--- config.mk ---
export PLATFORM = sky130hd
export DESIGN_NAME = teclado_clave
export DESIGN_NICKNAME = d
export VERILOG_FILES = /design/src/rtl/teclado_clave.sv
export SDC_FILE = /design/constraint.sdc
export NUM_CORES = 1
export LEC_CHECK = 0
export BUFFER_PORTS_ARGS = -buffer_cell sky130_fd_sc_hd__buf_4
export CAP_MARGIN = 10
export CORE_MARGIN = 2
export CORE_UTILIZATION = 45
export DETAILED_ROUTE_END_ITERATION = 8
export GPL_TIMING_DRIVEN = 0
export PLACE_DENSITY_LB_ADDON = 0.25
export SLEW_MARGIN = 25
export SYNTH_ARGS = -nofsm -noshare
export SYNTH_HDL_FRONTEND = slang
export SYNTH_SLANG_ARGS = --single-unit
--- constraint.sdc ---
create_clock -name clock -period 3.7 [get_ports clock]
set_input_delay 0.185 -clock clock [delete_from_list [all_inputs] [get_ports clock]]
set_output_delay 0.185 -clock clock [all_outputs]
set_load 0.05 [all_outputs]
--- src/rtl/teclado_clave.sv ---
// -----------------------------------------------------------------------------
// teclado_clave
//
// Two-digit PIN entry front end for a keypad. Collects two BCD digits,
// waits for the "enviar" key, and then presents the assembled PIN to an
// access controller until that controller acknowledges it. A partial PIN
// is thrown away if the user stops typing for TIEMPO_ESPERA cycles.
//
// Parameters
//   TIEMPO_ESPERA       idle cycles tolerated between keys (2..65535)
//
// Ports
//   clock               single clock, rising edge
//   reset               synchronous, active-low reset
//   tecla_valida        one-cycle strobe, tecla_codigo valid this cycle
//   tecla_codigo[3:0]   0x0-0x9 digit, 0xA borrar, 0xB enviar, 0xC-0xF illegal
//   clave_aceptada      acknowledge from the access controller
//   clave_ingresada[7:0] assembled PIN (first digit [7:4], second [3:0]),
//                        0x00 whenever no PIN is being presented
//   clave_lista         high while clave_ingresada carries a PIN
//   digitos_ingresados[1:0] number of digits currently held
//   senal_error_tecla   one-cycle pulse on a rejected key
//   senal_timeout       one-cycle pulse when a partial PIN is discarded
//
// Every output is a flop; its next value is derived from the next state
// so that a key sampled on an edge is reflected right after that edge.
// -----------------------------------------------------------------------------
module teclado_clave #(
    parameter int unsigned TIEMPO_ESPERA = 1000
) (
    input  logic       clock,
    input  logic       reset,
    input  logic       tecla_valida,
    input  logic [3:0] tecla_codigo,
    input  logic       clave_aceptada,
    output logic [7:0] clave_ingresada,
    output logic       clave_lista,
    output logic [1:0] digitos_ingresados,
    output logic       senal_error_tecla,
    output logic       senal_timeout
);

    // Counter wide enough to hold TIEMPO_ESPERA itself; it only ever climbs
    // to TIEMPO_ESPERA-1, at which point the expiry fires.
    localparam int unsigned CNT_W = $clog2(TIEMPO_ESPERA + 1);
    localparam logic [CNT_W-1:0] CNT_LIMITE = CNT_W'(TIEMPO_ESPERA - 1);
    localparam logic [CNT_W-1:0] CNT_UNO    = CNT_W'(1);
    localparam logic [CNT_W-1:0] CNT_CERO   = CNT_W'(0);

    localparam logic [3:0] COD_BORRAR = 4'hA;
    localparam logic [3:0] COD_ENVIAR = 4'hB;
    localparam logic [3:0] COD_MAX_DIGITO = 4'h9;

    typedef enum logic [1:0] {
        ESPERA_PRIMER_DIGITO  = 2'd0,
        ESPERA_SEGUNDO_DIGITO = 2'd1,
        ESPERA_ENVIAR         = 2'd2,
        CLAVE_LISTA           = 2'd3
    } estado_t;

    // State and datapath flops
    estado_t          estado_q, estado_d;
    logic [7:0]       buffer_q, buffer_d;
    logic [CNT_W-1:0] contador_q, contador_d;

    // Output flops
    logic [7:0] clave_ingresada_q, clave_ingresada_d;
    logic       clave_lista_q, clave_lista_d;
    logic [1:0] digitos_q, digitos_d;
    logic       error_q, error_d;
    logic       timeout_q, timeout_d;

    // Key decode and per-cycle events
    logic es_digito_s;
    logic es_borrar_s;
    logic es_enviar_s;
    logic expira_s;
    logic evento_error_s;
    logic evento_timeout_s;
    logic recolectando_s;

    // Key classification; codes 0xC-0xF fall into none of the three classes.
    always_comb begin
        es_digito_s = (tecla_codigo <= COD_MAX_DIGITO);
        es_borrar_s = (tecla_codigo == COD_BORRAR);
        es_enviar_s = (tecla_codigo == COD_ENVIAR);
    end

    // Idle expiry: the counter only advances in the two partial-PIN states,
    // and CNT_LIMITE >= 1, so a zero count elsewhere never looks expired.
    always_comb begin
        recolectando_s = (estado_q == ESPERA_SEGUNDO_DIGITO) ||
                         (estado_q == ESPERA_ENVIAR);
        expira_s       = recolectando_s && (contador_q == CNT_LIMITE);
    end

    // State register plus all datapath and output flops.
    always_ff @(posedge clock) begin
        if (!reset) begin
            estado_q          <= ESPERA_PRIMER_DIGITO;
            buffer_q          <= 8'h00;
            contador_q        <= CNT_CERO;
            clave_ingresada_q <= 8'h00;
            clave_lista_q     <= 1'b0;
            digitos_q         <= 2'd0;
            error_q           <= 1'b0;
            timeout_q         <= 1'b0;
        end else begin
            estado_q          <= estado_d;
            buffer_q          <= buffer_d;
            contador_q        <= contador_d;
            clave_ingresada_q <= clave_ingresada_d;
            clave_lista_q     <= clave_lista_d;
            digitos_q         <= digitos_d;
            error_q           <= error_d;
            timeout_q         <= timeout_d;
        end
    end

    // Next-state and buffer logic. A key on the expiry cycle is handled as a
    // key, so the timeout branch is only reached when tecla_valida is low.
    always_comb begin
        estado_d         = estado_q;
        buffer_d         = buffer_q;
        evento_error_s   = 1'b0;
        evento_timeout_s = 1'b0;
        case (estado_q)
            ESPERA_PRIMER_DIGITO: begin
                if (tecla_valida) begin
                    if (es_digito_s) begin
                        buffer_d = {tecla_codigo, 4'h0};
                        estado_d = ESPERA_SEGUNDO_DIGITO;
                    end else if (es_borrar_s) begin
                        buffer_d = 8'h00;
                        estado_d = ESPERA_PRIMER_DIGITO;
                    end else begin
                        // enviar with no digits, or an illegal code
                        evento_error_s = 1'b1;
                    end
                end else begin
                    estado_d = ESPERA_PRIMER_DIGITO;
                end
            end
            ESPERA_SEGUNDO_DIGITO: begin
                if (tecla_valida) begin
                    if (es_digito_s) begin
                        buffer_d = {buffer_q[7:4], tecla_codigo};
                        estado_d = ESPERA_ENVIAR;
                    end else if (es_borrar_s) begin
                        buffer_d = 8'h00;
                        estado_d = ESPERA_PRIMER_DIGITO;
                    end else begin
                        // enviar with one digit, or an illegal code
                        evento_error_s = 1'b1;
                    end
                end else if (expira_s) begin
                    buffer_d         = 8'h00;
                    estado_d         = ESPERA_PRIMER_DIGITO;
                    evento_timeout_s = 1'b1;
                end else begin
                    estado_d = ESPERA_SEGUNDO_DIGITO;
                end
            end
            ESPERA_ENVIAR: begin
                if (tecla_valida) begin
                    if (es_enviar_s) begin
                        estado_d = CLAVE_LISTA;
                    end else if (es_borrar_s) begin
                        buffer_d = 8'h00;
                        estado_d = ESPERA_PRIMER_DIGITO;
                    end else begin
                        // a third digit, or an illegal code
                        evento_error_s = 1'b1;
                    end
                end else if (expira_s) begin
                    buffer_d         = 8'h00;
                    estado_d         = ESPERA_PRIMER_DIGITO;
                    evento_timeout_s = 1'b1;
                end else begin
                    estado_d = ESPERA_ENVIAR;
                end
            end
            CLAVE_LISTA: begin
                // Keys are dropped silently while a PIN is presented.
                if (clave_aceptada) begin
                    buffer_d = 8'h00;
                    estado_d = ESPERA_PRIMER_DIGITO;
                end else begin
                    estado_d = CLAVE_LISTA;
                end
            end
            default: begin
                buffer_d = 8'h00;
                estado_d = ESPERA_PRIMER_DIGITO;
            end
        endcase
    end

    // Idle counter: restarts on any key or state change, advances only
    // while a partial PIN is held, and saturates rather than wrapping.
    always_comb begin
        if (tecla_valida || (estado_d != estado_q)) begin
            contador_d = CNT_CERO;
        end else if (recolectando_s) begin
            if (contador_q < CNT_LIMITE) begin
                contador_d = contador_q + CNT_UNO;
            end else begin
                contador_d = contador_q;
            end
        end else begin
            contador_d = CNT_CERO;
        end
    end

    // Output decode from the upcoming state so outputs land one edge after
    // the key that caused them.
    always_comb begin
        error_d   = evento_error_s;
        timeout_d = evento_timeout_s;
        case (estado_d)
            ESPERA_PRIMER_DIGITO: begin
                digitos_d         = 2'd0;
                clave_lista_d     = 1'b0;
                clave_ingresada_d = 8'h00;
            end
            ESPERA_SEGUNDO_DIGITO: begin
                digitos_d         = 2'd1;
                clave_lista_d     = 1'b0;
                clave_ingresada_d = 8'h00;
            end
            ESPERA_ENVIAR: begin
                digitos_d         = 2'd2;
                clave_lista_d     = 1'b0;
                clave_ingresada_d = 8'h00;
            end
            CLAVE_LISTA: begin
                digitos_d         = 2'd2;
                clave_lista_d     = 1'b1;
                clave_ingresada_d = buffer_d;
            end
            default: begin
                digitos_d         = 2'd0;
                clave_lista_d     = 1'b0;
                clave_ingresada_d = 8'h00;
            end
        endcase
    end

    assign clave_ingresada    = clave_ingresada_q;
    assign clave_lista        = clave_lista_q;
    assign digitos_ingresados = digitos_q;
    assign senal_error_tecla  = error_q;
    assign senal_timeout      = timeout_q;

endmodule

==> results of run 1 <==
## synth_stat cells, types with 3 or more instances
cell / number
buf_2: 4
o21a_1: 4
and4_1: 3
dfxtp_1: 32
nor3b_1: 3
o21ai_0: 8
nand3_1: 5
nand4_1: 3
or2b_1: 3
inv_1: 8
mux2i_1: 3
nor2_1: 32
a211oi_1: 5
ha_1: 5
nand2_1: 21
a22oi_1: 4
a21oi_1: 5
## power by group through the flow
stage	logic [W]	registers, W	clock network, W
floorplan	0.000246	0.000416	0
global placement	0.000347	0.000392	0
detailed placement	0.000348	0.000392	0
CTS	0.000350	0.000385	0.000284
global route	0.000385	0.000387	0.000299
finish	0.000351	0.000385	0.000282
## worst max-delay path: stages, from the launching register on
cell and delay [ns]:
dfxtp_1 0.49, inv_1 0.15, ha_1 0.33, or2b_1 0.25, o41ai_1 0.63, a211oi_1 0.09
o211a_1 0.29, nand2_4 0.14, and4b_1 0.20
## how the worst max path moves through the flow
stage / startpoint / to / slack, ns / cells after the start
after floorplan: estado_q[1] / clave_ingresada[1] / 1.45 / 8
after global placement: estado_q[1] / clave_ingresada[2] / 1.10 / 8
after detailed placement: estado_q[1] / clave_ingresada[2] / 1.07 / 8
after CTS: estado_q[1] / clave_ingresada[2] / 1.06 / 8
after global routing: estado_q[1] / clave_ingresada[2] / 0.86 / 8
final: estado_q[1] / clave_ingresada[1] / 1.00 / 8
## cell families (layout without fill, tap and decap cells)
kind of cell               count (synthesis)  count (layout)  synth area share
adders and majority gates                  5               5           0.03685
and+or+nand+nor                           93              93            0.3073
DFF                                       32              32            0.3773
muxes                                      4               4           0.02579
AOI/OAI and AO/OA                         42              42            0.1828
xor gates and xnor gates                   4               4           0.02064
buffers and inverters                     16              42           0.04937
## stage by stage
stage	hold WS (ns)	cell area, um^2
after CTS	0.1783	1986
after floorplan	0.2988	1698
after global placement	0.4666	1893
after detailed placement	0.4738	1893
final	0.1836	1986
after global routing	0.1961	1986
## routing by layer
metal / vias to the layer above / routed length (um) / track usage
li1: 750 / - / -
met1: 655 / 1818 / 0.2591
met2: 33 / 1445 / 0.2551
met3: 8 / 152 / 0.04110
met4: 0 / 78 / 0.09375
met5: - / 0 / 0
## registers in the layout, indices dropped and copies added (netlist names)
signal,flops
contador_q,10
buffer_q,8
clave_ingresada,8
estado_q,2
clave_lista,1
digitos_ingresados,1
senal_error_tecla,1
senal_timeout,1
## final cells by class
| type | count | area (um^2) |
|---|---|---|
| Inverter | 8 | 30.03 |
| Clock buffer | 6 | 82.58 |
| Sequential cell | 32 | 640.6 |
| Clock inverter | 2 | 10.01 |
| Multi-Input combinational cell | 148 | 973.4 |
| Timing Repair Buffer | 18 | 135.1 |
| Tap cell | 48 | 60.06 |
| Fill cell | 353 | 1648 |
| Buffer | 8 | 53.80 |
==> run metrics, run 1 <==
Reg2Reg Depth 8; diodes inserted 0; reg-to-reg startpoint estado_q[1]; worst slew pin tran 0.6809 ns; nature of the critical path startpoint flip-flop; setup ws final 1.001 ns; drt initial violations between 60 and 70; total gr overflow 0; Worst setup EP type flip-flop; post-synthesis sequential area ratio 0.3773; CTS max path bufs 2; Clock power frac 0.277; hold_buf cts 0; fmax around 370 MHz; detailed placement HPWL 2.534 mm; Final ANT Viol Nets 0; WL final 3.494 mm; Worst Hold Path EP buffer_q[0]; synthesized area 0.001698 mm^2; clk root buf clkbuf_8; total power 0.001018 W; Worst Hold Depth 3; Post-CTS Setup Bufs 0; CTS Sinks 32; Vias 1,446; Slew HR 0.5401; CP Max Fanout 9; Crit path required time a little under 4 ns; Vias/cell 5.356; die height 65.43 um; setup_tns 0 ns; FF-to-FF setup slack 1.00 ns; clock skew 0.006174 ns; FF+latch count, synth 32; commonest non-fill, non-tap cells in the layout nor2_1 (32), dfxtp_1 (32), nand2_1 (21), buf_4 (19); post-layout min period between 2 and 3 ns; post_cts resized 0; synth warn 0; Mapped Cells about 200; hold_sp reset; post-synth top area cell dfxtp_1; Finish-stage setup viols 0; Util after Layout 0.5465; Logic pwr share 0.345; number of distinct library cells after synthesis 55; Total GRT Usage 0.1819; fin crit share 0.7295; Pint 0.0006448 W; Synth Flop Type dfxtp_1; reg2reg end clave_ingresada[1]; Port Buffers 18; TritonCTS clock tree built; Die Footprint 0.004280 mm^2; DR WL/cell around 13 um; syn_nets 209; Seq pwr share 0.378; final estimated routing congestion in global placement just under 0.9; Worst Hold Class in -> reg; final net count 234; initial antenna violation count 0; crit path DAT 2.88 ns; peak supply drop 0.0003490 V; Core ar. 0.003633 mm^2; Post-synth EDFFs 0; Cell Count, Final, Fillers Out 270; fraction of registers with async set or reset after synthesis 0; RSZ-0062 raised after global routing no; Crit Path Class reg -> reg; Avg Cell Area, Syn 8.663 um^2; share of cells above drive strength 1 0.2207; vias in the first global route 1,267; first-pass GRT wire length between 5 and 6 mm; Max Cap Violations 0; Initial Util 0.4673; boundary pin count 21; row cnt 22; switching share of power 0.3665; Leakage Power 0.8004 nW; CTS clock-pin slew for the worst setup and hold paths 0.07 ns; area delta synth->final 16.95%; H-tree depth 2; status complete, no violations; largest net degree at the start of global routing 11; Max Slew Vio Count 0; CTS Buf Count 5; Cell Pwr Density 512.6 mW/mm^2; DP Worst Slack 1.072 ns; top cells by area, synth dfxtp_1 (38%), nor2_1 (7.1%), nand2_1 (4.6%), ha_1 (3.7%), o21ai_0 (2.4%); placed cell count 262; final hold vios 0; drt first pass iters 4; die width 65.43 um; Clock Latency Late Sink 0.29 ns; Psw 0.0003730 W; Yosys top cell area share 0.3773; residual DRC count 0
(Power assumes the default switching activity.)
==> run 2: changes to the inputs <==
==> constraint.sdc (replaced) <==
create_clock -name clock -period 2.6 [get_ports clock]
set_input_delay 0.13 -clock clock [delete_from_list [all_inputs] [get_ports clock]]
set_output_delay 0.13 -clock clock [all_outputs]
set_load 0.05 [all_outputs]
==> run 2 against run 1 <==
- sequential power grew 43%
- highest routed layer unchanged
- final area grew 1.1%
- sequential share of layout area shrank 0.22 points
- die area is the same
- hold slack lost 0.051 ns
- first-iteration DRC count shrank 1.5%
- count of clock-buffer cells in the layout is the same
- critical path type unchanged
- largest power group unchanged
==> run metrics, run 2 (synthesis gave the netlist of run 1 again) <==
status complete, no violations; detailed placement HPWL 2.534 mm; final net count roughly 230; WL final 3.557 mm; CTS max path bufs 2; Initial Util 0.4673; Cell Pwr Density roughly 730 mW/mm^2; crit path DAT 2.61 ns; drt first pass iters 4; clock skew 0.005906 ns; setup_tns 0 ns; reg2reg end contador_q[6]; Vias/cell 5.333; row cnt 22; DR WL/cell around 13 um; residual DRC count 0; drt initial violations 67; Slew HR 0.6890; Pint between 0.0009 and 0.001 W; reg-to-reg startpoint estado_q[1]; CTS Sinks 32; CTS clock-pin slew for the worst setup and hold paths around 0.070 ns; CP startpoint estado_q[1]; Final ANT Viol Nets 0; nature of the critical path startpoint flip-flop; Port Buffers 18; Worst Hold Class in -> reg; Top reg by flops contador_q; boundary pin count 21; final hold vios 0; Post-DP Area 0.001893 mm^2; CP Max Fanout 10; RSZ-0062 raised after global routing no; area delta synth->final 18.20%; Logic pwr share 0.351; Util after Layout 0.5523; design area 0.002007 mm^2; Clock power frac 0.273; Max Cap Violations 0; max FFs per register 10; Worst Hold Depth 3; Psw 0.0005353 W; worst slew pin tran 0.4616 ns; switching share of power 0.3663; initial antenna violation count 0; placed cell count around 260; Max Slew Vio Count 0; flip-flop and latch area 643.1 um^2; fill cell count 350; largest net degree at the start of global routing 11; H-tree depth 2; peak supply drop 0.0005068 V; crit path capture contador_q[6]; commonest non-fill, non-tap cell in the layout nor2_1; Crit path required time approximately 2.8 ns; share of cells above drive strength 1 0.2342; fmax 417.3 MHz; Leakage Power 0.8059 nW; CTS Buf Count 5; die width 65.43 um; Vias ~1,400; Total GRT Usage 0.1819; Cell Count, Final, Fillers Out 270; Seq pwr share 0.376; Worst setup EP type flip-flop; Reg2Reg Depth 8; Core ar. 0.003633 mm^2; clk root buf clkbuf_8; diodes inserted 0; first-pass GRT wire length 5.878 mm; Finish-stage setup viols 0; multi-input logic area 992.2 um^2; vias in the first global route 1,267; FF-to-FF setup slack between 0.2 and 0.25 ns; total gr overflow 0; fin crit share 0.9217; Die Footprint 0.004280 mm^2; Crit Path Class reg -> reg; commonest non-fill, non-tap cells in the layout nor2_1 (32), dfxtp_1 (30), nand2_1 (21), buf_4 (19), inv_1 (8); TritonCTS clock tree built; final estimated routing congestion in global placement 0.8805; Clock Latency Late Sink 0.29 ns; post-layout min period roughly 2.4 ns; die height 65.43 um
## run 2: cell counts in the layout (fill, tap and decap cells not counted)
No cell type changed its count.
## run 2: critical path, cell delays in order (launching register included)
cell and delay, ns:
dfxtp_2 0.41, inv_1 0.11, ha_1 0.32, or2b_1 0.29
o41ai_4 0.35, o221ai_2 0.20, mux2i_2 0.24, nand4_4 0.21
nor3b_2 0.19
## run 2: cell type report
cell class | instances | share of cell area
clock inverter | 2 | 0.004988
clock buffer | 6 | 0.04115
multi-input combinational | 148 | 0.4944
buffer | 8 | 0.02681
timing repair buffer | 18 | 0.06733
sequential | 32 | 0.3204
inverter | 8 | 0.01496
tap | 48 | 0.02993
## run 2: repair_timing
item | 4_1_cts | 5_1_grt
endpoints found under the setup margin | 2 | 20
resized for setup | 1 | 4
hold buffers | 0 | 0
setup buffers | 0 | 0
## run 2: how the worst min path moves through the flow
stage	from	to	slack [ns]
floorplan	reset	buffer_q[0]	0.24
global placement	reset	buffer_q[0]	0.42
detailed placement	reset	buffer_q[0]	0.43
CTS	reset	buffer_q[0]	0.12
global route	reset	buffer_q[0]	0.14
finish	reset	buffer_q[0]	0.13
## run 2: through the flow
stage	setup WS (ns)	total power, W	hold WS, ns
after floorplan	0.3521	0.0009418	0.2438
after global placement	-0.00009304	0.001052	0.4244
after detailed placement	-0.02812	0.001053	0.4274
after CTS	0.03599	0.001453	0.1233
after global routing	0.05333	0.001544	0.1417
final	0.2037	0.001461	0.1330
## run 2: power groups by stage
stage / logic, W / registers [W] / clock network (W)
CTS: 0.000502 / 0.000547 / 0.000404
floorplan: 0.000350 / 0.000591 / 0
finish: 0.000513 / 0.000550 / 0.000399
detailed placement: 0.000495 / 0.000558 / 0
global placement: 0.000494 / 0.000558 / 0
global route: 0.000565 / 0.000553 / 0.000426
## run 2: routing by layer
metal  vias to the layer above  global-route usage  routed length (um)
li1                        747                   -                   -
met2                        22              0.2551                1508
met1                       664              0.2591                1845
met3                         7             0.04110                 130
met4                         0             0.09375                  73
met5                         -                   0                   0
